[config.mk]
export PLATFORM = sky130hd
export DESIGN_NAME = mousetrap_arbiter
export DESIGN_NICKNAME = d
export VERILOG_FILES = /design/src/rtl/mousetrap_pkg.sv /design/src/rtl/mousetrap_rr_pick.sv /design/src/rtl/mousetrap_arbiter.sv
export SDC_FILE = /design/constraint.sdc
export NUM_CORES = 1
export LEC_CHECK = 0
export CORE_MARGIN = 2
export CORE_UTILIZATION = 40
export CTS_CLUSTER_SIZE = 25
export DETAILED_ROUTE_END_ITERATION = 7
export HOLD_SLACK_MARGIN = 0.12
export PLACE_DENSITY = 0.72
export SLEW_MARGIN = 30
export SYNTH_ARGS = -nofsm -noshare
export SYNTH_HDL_FRONTEND = slang
export SYNTH_SLANG_ARGS = --single-unit
[constraint.sdc]
create_clock -name phi1 -period 7.65 [get_ports phi1]
set_input_delay 1.53 -clock phi1 [delete_from_list [all_inputs] [get_ports phi1]]
set_output_delay 1.53 -clock phi1 [all_outputs]
set_load 0.05 [all_outputs]
[src/rtl/mousetrap_pkg.sv]
// Shared types and defaults for the mousetrap pipeline front-end arbiter.
package mousetrap_pkg;

  typedef enum logic [1:0] {
    StIdle,
    StWait,
    StErr
  } mt_state_e;

  localparam int unsigned DefNreq       = 4;
  localparam int unsigned DefDw         = 8;
  localparam int unsigned DefTimeoutCyc = 255;

  // Index width, never narrower than one bit.
  function automatic int unsigned idx_w(input int unsigned n);
    return (n > 1) ? $clog2(n) : 1;
  endfunction

endpackage

[src/rtl/mousetrap_rr_pick.sv]
// Combinational round-robin pick: first set request at or above the pointer, with wrap.
module mousetrap_rr_pick
  import mousetrap_pkg::*;
#(
  parameter int unsigned NREQ = DefNreq,
  parameter int unsigned IW   = idx_w(NREQ)
) (
  input  logic [NREQ-1:0] i_req,
  input  logic [IW-1:0]   i_rr_ptr,
  output logic            o_valid,
  output logic [IW-1:0]   o_idx
);

  logic [NREQ-1:0] w_rot;
  logic [IW-1:0]   w_off;
  logic [IW:0]     w_sum;

  // Rotate so the pointer lands on bit 0; the lowest set bit is then the offset.
  assign w_rot   = NREQ'({i_req, i_req} >> i_rr_ptr);
  assign o_valid = |i_req;

  always_comb begin
    w_off = '0;
    for (int k = NREQ - 1; k >= 0; k--) begin
      if (w_rot[k]) w_off = IW'(k);
    end
  end

  assign w_sum = {1'b0, w_off} + {1'b0, i_rr_ptr};
  assign o_idx = (w_sum >= (IW + 1)'(NREQ)) ? IW'(w_sum - (IW + 1)'(NREQ)) : w_sum[IW-1:0];

endmodule

[src/rtl/mousetrap_arbiter.sv]
// Round-robin clocked front-end driving bundled data and a two-phase ri into a
// mousetrap stage; the returning ai is synchronised and turned into a one-hot ack.
module mousetrap_arbiter
  import mousetrap_pkg::*;
#(
  parameter int unsigned NREQ        = DefNreq,
  parameter int unsigned DW          = DefDw,
  parameter int unsigned TIMEOUT_CYC = DefTimeoutCyc
) (
  input  logic                     phi1,
  input  logic                     reset,
  input  logic [NREQ-1:0]          req,
  input  logic [NREQ*DW-1:0]       data_in,
  output logic [NREQ-1:0]          ack,
  output logic                     ri,
  output logic [DW-1:0]            data_out,
  input  logic                     ai,
  output logic                     busy,
  output logic [idx_w(NREQ)-1:0]   gnt_idx,
  output logic                     err
);

  localparam int unsigned IW = idx_w(NREQ);
  localparam int unsigned CW = $clog2(TIMEOUT_CYC + 1);

  mt_state_e       r_state, w_state_d;
  logic            r_ai_meta, r_ai_s;
  logic            r_ri, w_ri_d;
  logic [DW-1:0]   r_data, w_data_d;
  logic [IW-1:0]   r_gnt, w_gnt_d;
  logic [NREQ-1:0] r_ack, w_ack_d;
  logic [IW-1:0]   r_ptr, w_ptr_d;
  logic [CW-1:0]   r_cnt, w_cnt_d;
  logic            r_err, w_err_d;
  logic            w_pick_valid;
  logic [IW-1:0]   w_pick_idx;

  mousetrap_rr_pick #(
    .NREQ (NREQ),
    .IW   (IW)
  ) u_pick (
    .i_req    (req),
    .i_rr_ptr (r_ptr),
    .o_valid  (w_pick_valid),
    .o_idx    (w_pick_idx)
  );

  always_comb begin
    w_state_d = r_state;
    w_ri_d    = r_ri;
    w_data_d  = r_data;
    w_gnt_d   = r_gnt;
    w_ack_d   = '0;
    w_ptr_d   = r_ptr;
    w_cnt_d   = r_cnt;
    w_err_d   = r_err;
    unique case (r_state)
      StIdle: begin
        if (r_ai_s != r_ri) begin
          w_err_d   = 1'b1;
          w_state_d = StErr;
        end else if (w_pick_valid && (r_ack == '0)) begin
          // No grant on the ack cycle: the acked requester gets a cycle to drop req.
          w_data_d  = data_in[w_pick_idx*DW +: DW];
          w_gnt_d   = w_pick_idx;
          w_ri_d    = ~r_ri;
          w_cnt_d   = '0;
          w_state_d = StWait;
        end
      end
      StWait: begin
        if (r_ai_s == r_ri) begin
          w_ack_d   = NREQ'(1) << r_gnt;
          w_ptr_d   = (r_gnt == IW'(NREQ - 1)) ? '0 : r_gnt + IW'(1);
          w_state_d = StIdle;
        end else if (r_cnt == CW'(TIMEOUT_CYC - 1)) begin
          w_err_d   = 1'b1;
          w_state_d = StErr;
        end else begin
          w_cnt_d = r_cnt + CW'(1);
        end
      end
      StErr:   ;
      default: w_state_d = StErr;
    endcase
  end

  always_ff @(posedge phi1) begin
    if (reset) begin
      r_state   <= StIdle;
      r_ai_meta <= 1'b0;
      r_ai_s    <= 1'b0;
      r_ri      <= 1'b0;
      r_data    <= '0;
      r_gnt     <= '0;
      r_ack     <= '0;
      r_ptr     <= '0;
      r_cnt     <= '0;
      r_err     <= 1'b0;
    end else begin
      r_state   <= w_state_d;
      r_ai_meta <= ai;
      r_ai_s    <= r_ai_meta;
      r_ri      <= w_ri_d;
      r_data    <= w_data_d;
      r_gnt     <= w_gnt_d;
      r_ack     <= w_ack_d;
      r_ptr     <= w_ptr_d;
      r_cnt     <= w_cnt_d;
      r_err     <= w_err_d;
    end
  end

  assign ack      = r_ack;
  assign ri       = r_ri;
  assign data_out = r_data;
  assign busy     = (r_state == StWait);
  assign gnt_idx  = r_gnt;
  assign err      = r_err;

endmodule

-- Word level (Yosys, flattened, before mapping)
Index checks and enable logic that the tools add are counted.
- bitwise logic cells: 5
- add/sub/neg operators: 4
- reduce and logical (&&, ||, !) cells: 11
- eq/ne operators: 14
- magnitude comparators: 1
- mux-type cells: 20
- shift operators: 3
- operator list (operator ; count):
    $mux W8 ; 4
    $shiftx A32 B6 Y8 ; 1
    $mux W2 ; 10
    $pmux W8 S2 ; 1
    $ne A2 B2 Y1 const B ; 5
    $add A8 B1 Y8 const B ; 1
    $eq A8 B8 Y1 const B ; 1
    $shr A8 B2 Y4 ; 1
    $pmux W2 S3 ; 1
    $reduce_and A3 Y1 ; 2
    $not A1 Y1 ; 5
    $reduce_and A5 Y1 ; 1
    $eq A2 B2 Y1 const B ; 2
    $logic_not A4 Y1 ; 1
    $reduce_and A4 Y1 ; 1
    $reduce_or A4 Y1 ; 1
    $shl A1 B2 Y4 const A ; 1
    $add A2 B2 Y3 ; 1
    $ge A3 B3 Y1 const B ; 1
    $mux W1 ; 3
    $ne A3 B1 Y1 const B ; 1
    $ne A3 B3 Y1 const B ; 1
    $reduce_or A3 Y1 ; 1
    $add A2 B1 Y2 const B ; 1
    other kinds (10) ; 10
- input port bits: 39
- logic and storage cells: 68
- register bits after elaboration: 30

-- Longest topological paths before layout
Gate-level depths: netlist (run 1).
- depth after elaboration: 9
- depth in mapped cells: 12
- depth with buffers taken out: 9

-- Modules after synthesis
A second synthesis (run 1) with hierarchy kept.
- cell total of the unflattened synthesis: 166
- area total of the unflattened synthesis: 1636.6 µm²
- modules (own cells, without submodules) (module ; area an instance (µm²) ; cells an instance ; instances):
    mousetrap_arbiter ; 1457.6 ; 139 ; 1
    mousetrap_rr_pick ; 178.9 ; 27 ; 1

-- Least setup slack after synthesis (run 1)
Ideal clock, no wire load.
- path kind: input to register
- start point: in req[2]
- end point: reg r_data[5] (netlist: data_out[5])
- stages: 12
- arrival time: 3.315 ns
- buffers on the path: 3
- path slack: 4.203 ns
- path through: buf_2 > nor2_1 > nor3_1 > a21oi_1 > o21ai_0 > ha_1 > buf_2 > buf_2 > mux2i_1 > mux2i_1 > o22ai_1 > nor3_1
- cells in the longest elaborated chain, start to end: 9
- RTL lines (item ; RTL line ; source):
    start, declared ; mousetrap_arbiter.sv:12 ; input logic [NREQ-1:0] req,
    $shr A8 B2 Y4 (*) ; mousetrap_rr_pick.sv:19 ; assign w_rot = NREQ'({i_req, i_req} >> i_rr_ptr);
    $mux W2 (3 in series) ; mousetrap_rr_pick.sv:25 ; if (w_rot[k]) w_off = IW'(k);
    $mux W2 (*) ; mousetrap_rr_pick.sv:25 ;
    $add A2 B2 Y3 (*) ; mousetrap_rr_pick.sv:29 ; assign w_sum = {1'b0, w_off} + {1'b0, i_rr_ptr};
    $ge A3 B3 Y1 / $sub A2 B1 Y2 (equally long branches) ; mousetrap_rr_pick.sv:30 ; assign o_idx = (w_sum >= (IW + 1)'(NREQ)) ? IW'(w_sum - (IW + 1)'(NREQ)) : w_sum[IW-1:0];
    $mux W2 (*) ; mousetrap_rr_pick.sv:30 ;
    named net u_pick.o_idx[0] ; mousetrap_rr_pick.sv:11 ; output logic [IW-1:0] o_idx
    $shiftx A32 B6 Y8 (*) ; mousetrap_arbiter.sv:64 ; w_data_d = data_in[w_pick_idx*DW +: DW];
    end signal, assigned ; mousetrap_arbiter.sv:105 ; r_data <= w_data_d;
    end, declared ; mousetrap_arbiter.sv:29 ; logic [DW-1:0] r_data, w_data_d;
The timed path passes the listed nets; every way through them passes the cells marked *.
A chain may end at the register's enable or synchronous reset.

-- Final worst setup path (run 1)
- start point: in req[0]
- end point: reg r_data[6] (netlist: data_out[6])
Same word-level chain as after synthesis.

==> results of run 1 <==
[area by class of cell]
class | count | area, µm²
multi-input combinational | 151 | 1050
tap | 50 | 62.6
timing repair buffer | 55 | 551
sequential | 30 | 601
inverter | 4 | 15.0
fill | 362 | 1670
clock buffer | 8 | 110
[report_power, final]
| group | switching [µW] | internal, µW | total [µW] | leakage [µW] |
|---|---|---|---|---|
| logic | 287 | 198 | 485 | 0.000649 |
| registers | 34.5 | 193 | 227 | 0.000246 |
| clock network | 58.4 | 90.7 | 149 | 0.0000575 |
| total | 380 | 481 | 861 | 0.000952 |
[stage by stage]
step / hold WS (ps) / cell area, µm² / cells / util
6_report: 434 / 2390 / 298 / 0.590
5_1_grt: 449 / 2390 / 298 / 0.590
4_1_cts: 436 / 2390 / 298 / 0.590
3_5_place_dp: 420 / 2280 / 290 / 0.562
3_3_place_gp: 418 / 2280 / 290 / 0.562
2_1_floorplan: 414 / 1720 / 195 / -
[cell usage after synthesis (3+ instances only)]
library cell and n:
dfxtp_1 30, nand2b_1 5, xnor2_1 5, nor3_1 13, xor2_1 4, a21oi_1 8
nand2_1 13, nand3_1 4, o22ai_1 7, mux2i_1 26, clkbuf_1 3, o21ai_0 5
nor2_1 29, inv_1 4, buf_2 5, ha_1 4
[registers in the layout, summed over array words and instances, names as in the netlist]
register and count:
gnt_idx 2, data_out 8, r_cnt 8, err 1, ri 1, ack 4, r_state 2, r_ai_s 1
r_ptr 2, r_ai_meta 1
[path summary, 6_finish.rpt]
check | endpoint | slack (ps) | cells past startpoint
hold reg to reg | r_ai_s | 430 | 1
hold / removal | r_ai_s | 430 | 1
setup reg to reg | data_out[6] | 4780 | 7
setup / recovery | data_out[6] | 3520 | 8
[cells by family (layout without fill, tap and decap cells)]
logic type	count (synthesis)	in the layout
multiplexers	29	29
buffers and inverters	14	67
flip-flops	30	30
XOR/XNOR	9	9
adder cells (fa/ha/maj)	4	4
AO/OA/AOI/OAI	31	31
AND/OR/NAND/NOR	78	78
[per-layer routing]
| metal | up-vias | track usage |
|---|---|---|
| met5 | - | 0 |
| met4 | 0 | 0.0980 |
| met3 | 11 | 0.0422 |
| met2 | 54 | 0.283 |
| met1 | 709 | 0.201 |
| li1 | 807 | - |
==> results.ini, run 1 <==
[finish]
final_common_cell = clkdlybuf4s50_1
num-nets-final = 290
area_growth_pct = 39.1
drive_above_1_share = 0.0605
layout_common_cells = 55 x clkdlybuf4s50_1, 30 x dfxtp_1, 29 x nor2_1
n_antenna_cell = 0

[drt]
m1WireLength_mm = 1.70
highest_layer = met4
drtAntennaViolNets = 0
drc_errors = 0
vias = 1581
first_iter_violations = 157
dr_wl_met3_um = 234
firstDrtPassIters = 4
via_per_inst = 5.31
wl_met2_mm = 1.79
wl_per_cell_um = 12.9
drt-total-wl_mm = 3.85

[logic_synthesis]
ys_seq_area_frac = 0.349
async_flop_share = 0
ys_ff_latch = 30
synth_area_um2 = 1720
synth_top_area_cell = dfxtp_1
synth_compound_area_frac = 0.137
synth_fa_ha_area_frac = 0.0291
synth_mux_area_frac = 0.186
syn_inst = 195
synth_top_family_by_area = simple AND/OR/NAND/NOR gates
synth.distinct_cells = 37
synth_top_area_frac = 0.349
synth_ff_type = dfxtp_1
synth_xor_area_frac = 0.0458
synth-warning-count = 0
syn_nets = 238
syn_area_per_cell_um2 = 8.82
synth.area.top_cells = dfxtp_1 35%, mux2i_1 15%, nor2_1 6.3%, nor3_1 3.8%, ha_1 2.9%
synthSimpleGateAreaFrac = 0.215
synth_edf_count = 0

[sta]
rsz0062_at_grt = false
min_period_ps = 4130
setup-violations-final = 0
relSlewSlack = 0.442
final_max_slew_viol_count = 0
fin_setup_tns_ps = 0
setup_slack_ps = 3520
max_clock_freq_ghz = 0.242
period_share = 0.540
worstMarginPinSlew_ps = 837
final-hold-violation-count = 0
skew_ps = 2.02

[clock_tree]
cts_buffer_depth = 2
cts_hold_buf = 0
cts_resized = 0
cts_tree = built
cts_setup_buffers = 0
cts_max_level = 2
cts_buffers = 5
cts-root-buf = clkbuf_8
clock_latency_ps = 280
cts_sinks = 30
clk_pin_slew_ps = 60

[worst_setup_path]
required_ps = 7790
crit_buf_inv = 1
crit_slowest_cell = ha_1
cp_top_family = adder cells
cp-end-kind = register
regToRegStartpoint = r_ptr[0]
path_cells = clkdlybuf4s50_1 -> nor3_1 -> a311oi_1 -> o21ai_0 -> ha_1 -> mux4_2 -> o22ai_1 -> nor3_1
cp_common_cell = nor3_1
critPathMaxStageDelay_ps = 850
crit_arrival_ps = 4270
crit_start = req[0]
crit_type = primary input to register
start_kind = primary input
path_max_fanout = 17

[pwr]
finalPower_uw = 861
p_leak_uw = 0.000952
p_per_area_nw_per_um2 = 360
irDropWorstVdd_uv = 266

[die]
die_x_um = 69.6
fp.coreArea_um2 = 4060
rows = 23
die_h_um = 69.6
io_pins = 56
die_area_um2 = 4840
initial_core_util = 0.424

[flow_run]
cap_violations = 0

[outcome]
outcome = finished, final reports clean

[global_routing]
grtUsageTotal = 0.171
grt_overflow_total = 0
grt_max_degree = 23
antenna_found_initial = 0
grt_pass1_vias = 1539
grt_pass1_wl_mm = 6.72

[placement]
place_hpwl_mm = 2.85
dp_slack_ps = 3250
gp_congestion = 0.708
port_buffers = 55

[hold_path]
hold_class = register to register
hp-start = r_ai_meta

(Power assumes the default switching activity.)
==> run 2, diff against run 1 <==
==> constraint.sdc (replaced) <==
create_clock -name phi1 -period 4.31 [get_ports phi1]
set_input_delay 0.862 -clock phi1 [delete_from_list [all_inputs] [get_ports phi1]]
set_output_delay 0.862 -clock phi1 [all_outputs]
set_load 0.05 [all_outputs]
==> results.ini, run 2 (synthesis results as in run 1) <==
[outcome]
outcome = finished, final reports clean

[sta]
period_share = 0.713
skew_ps = 7.56
relSlewSlack = 0.452
rsz0062_at_grt = false
fin_setup_tns_ps = 0
worstMarginPinSlew_ps = 819
final-hold-violation-count = 0
final_max_slew_viol_count = 0
max_clock_freq_ghz = 0.325
min_period_ps = 3070
setup-violations-final = 0

[clock_tree]
cts_buffer_depth = 2
cts_buffers = 5
cts_sinks = 30
cts_hold_buf = 0
cts_resized = 0
clock_latency_ps = 280
clk_pin_slew_ps = 70
cts-root-buf = clkbuf_8
cts_max_level = 2
cts_setup_buffers = 0
cts_tree = built

[worst_setup_path]
cp_top_family = buffers and inverters
cp-end-kind = register
worstReg2RegEnd = data_out[6]
path_cells = clkdlybuf4s50_1 -> nor2_1 -> nor3_1 -> a21oi_1 -> o21ai_0 -> ha_1 -> buf_4 -> mux4_2 -> o22ai_1 -> nor3_1
start_kind = primary input
critPathMaxStageDelay_ps = 540
cp_common_cell = nor3_1
regToRegStartpoint = r_ptr[0]
crit_buf_inv = 2
worst-r2r-cell-count = 8
rrSetupSlack_ps = 1830
path_max_fanout = 17
crit_arrival_ps = 3210
required_ps = 4450
crit_slowest_cell = clkdlybuf4s50_1
crit_type = primary input to register

[drt]
drtAntennaViolNets = 0
firstDrtPassIters = 4
via_per_inst = 5.23
drc_errors = 0
wl_per_cell_um = 12.6
drt-total-wl_mm = 3.76
first_iter_violations = 110
vias = 1559

[global_routing]
grt_max_degree = 23
antenna_found_initial = 0
grt_overflow_total = 0
grtUsageTotal = 0.167
grt_pass1_vias = 1495
grt_pass1_wl_mm = 6.55

[placement]
placed_cells = 291
port_buffers = 55
gp_congestion = 0.765
place_hpwl_mm = 2.76

[hold_path]
hp-start = r_ai_meta
hold_class = register to register
hold_path_depth = 1
hold-path-endpoint = r_ai_s

[die]
io_pins = 56
die_area_um2 = 4840
die_x_um = 69.6
rows = 23
fp.coreArea_um2 = 4060
die_h_um = 69.6
initial_core_util = 0.424

[finish]
n_antenna_cell = 0
layout_common_cells = 55 x clkdlybuf4s50_1, 30 x dfxtp_1, 29 x nor2_1
final_cells = 298
drive_above_1_share = 0.0605
final_common_cell = clkdlybuf4s50_1
area_growth_pct = 37.7
num-nets-final = 291

[pwr]
irDropWorstVdd_uv = 404
p_per_area_nw_per_um2 = 621
p_leak_uw = 0.000943

[flow_run]
cap_violations = 0

==> run 2: cell count changes in the layout (fill, tap and decap cells not counted) <==
| cell | previous run | this run |
|---|---|---|
| clkinv_2 | 0 | 2 |
| clkbuf_8 | 8 | 5 |
| buf_4 | 0 | 1 |
==> run 2: worst reg2reg max path, delay by kind of cell (launching register included) <==
kind	cells	cell delay [ps]
multiplexers	1	530
AND/OR/NAND/NOR	2	170
adder cells (fa/ha/maj)	1	280
AO/OA/AOI/OAI	3	510
flip-flops	1	560
buffers and inverters	1	270
==> run 2: how the worst max path moves through the flow <==
stage | start | end | slack (ps) | cells after the start
6_report | req[2] | data_out[6] | 1240 | 10
5_1_grt | req[2] | data_out[6] | 1020 | 10
4_1_cts | req[2] | data_out[6] | 1240 | 10
3_5_place_dp | req[2] | data_out[6] | 950 | 10
3_3_place_gp | req[0] | data_out[6] | 990 | 9
2_1_floorplan | req[2] | data_out[5] | 1530 | 12
==> run 2: layer usage <==
metal / vias to the layer above / track usage / routed length [µm]
met3: 9 / 0.0494 / 213
met2: 40 / 0.266 / 1720
met1: 705 / 0.208 / 1740
met5: - / 0 / 0
li1: 805 / - / -
met4: 0 / 0.0741 / 89
==> run 2: power by group <==
group	internal (µW)	switching, µW	leakage, µW
sequential	342	61.9	0.000246
combinational	351	504	0.000654
clock	108	103	0.0000438
==> run 2: final cells by class <==
class,instances,area [µm²]
multi-input combinational,151,1050
clock inverter,2,10.0
sequential,30,601
fill,363,1690
inverter,4,15.0
timing repair buffer,56,558
clock buffer,5,68.8
tap,50,62.6
==> run 2: metrics by stage <==
stage | hold slack, ps | utilization | cell area, µm² | power (µW) | setup WS (ps)
2_1_floorplan | 414 | - | 1720 | 1050 | 1530
3_3_place_gp | 417 | 0.564 | 2290 | 1260 | 987
3_5_place_dp | 429 | 0.564 | 2290 | 1270 | 948
4_1_cts | 451 | 0.584 | 2370 | 1490 | 1240
5_1_grt | 472 | 0.584 | 2370 | 1580 | 1020
6_report | 443 | 0.584 | 2370 | 1470 | 1240
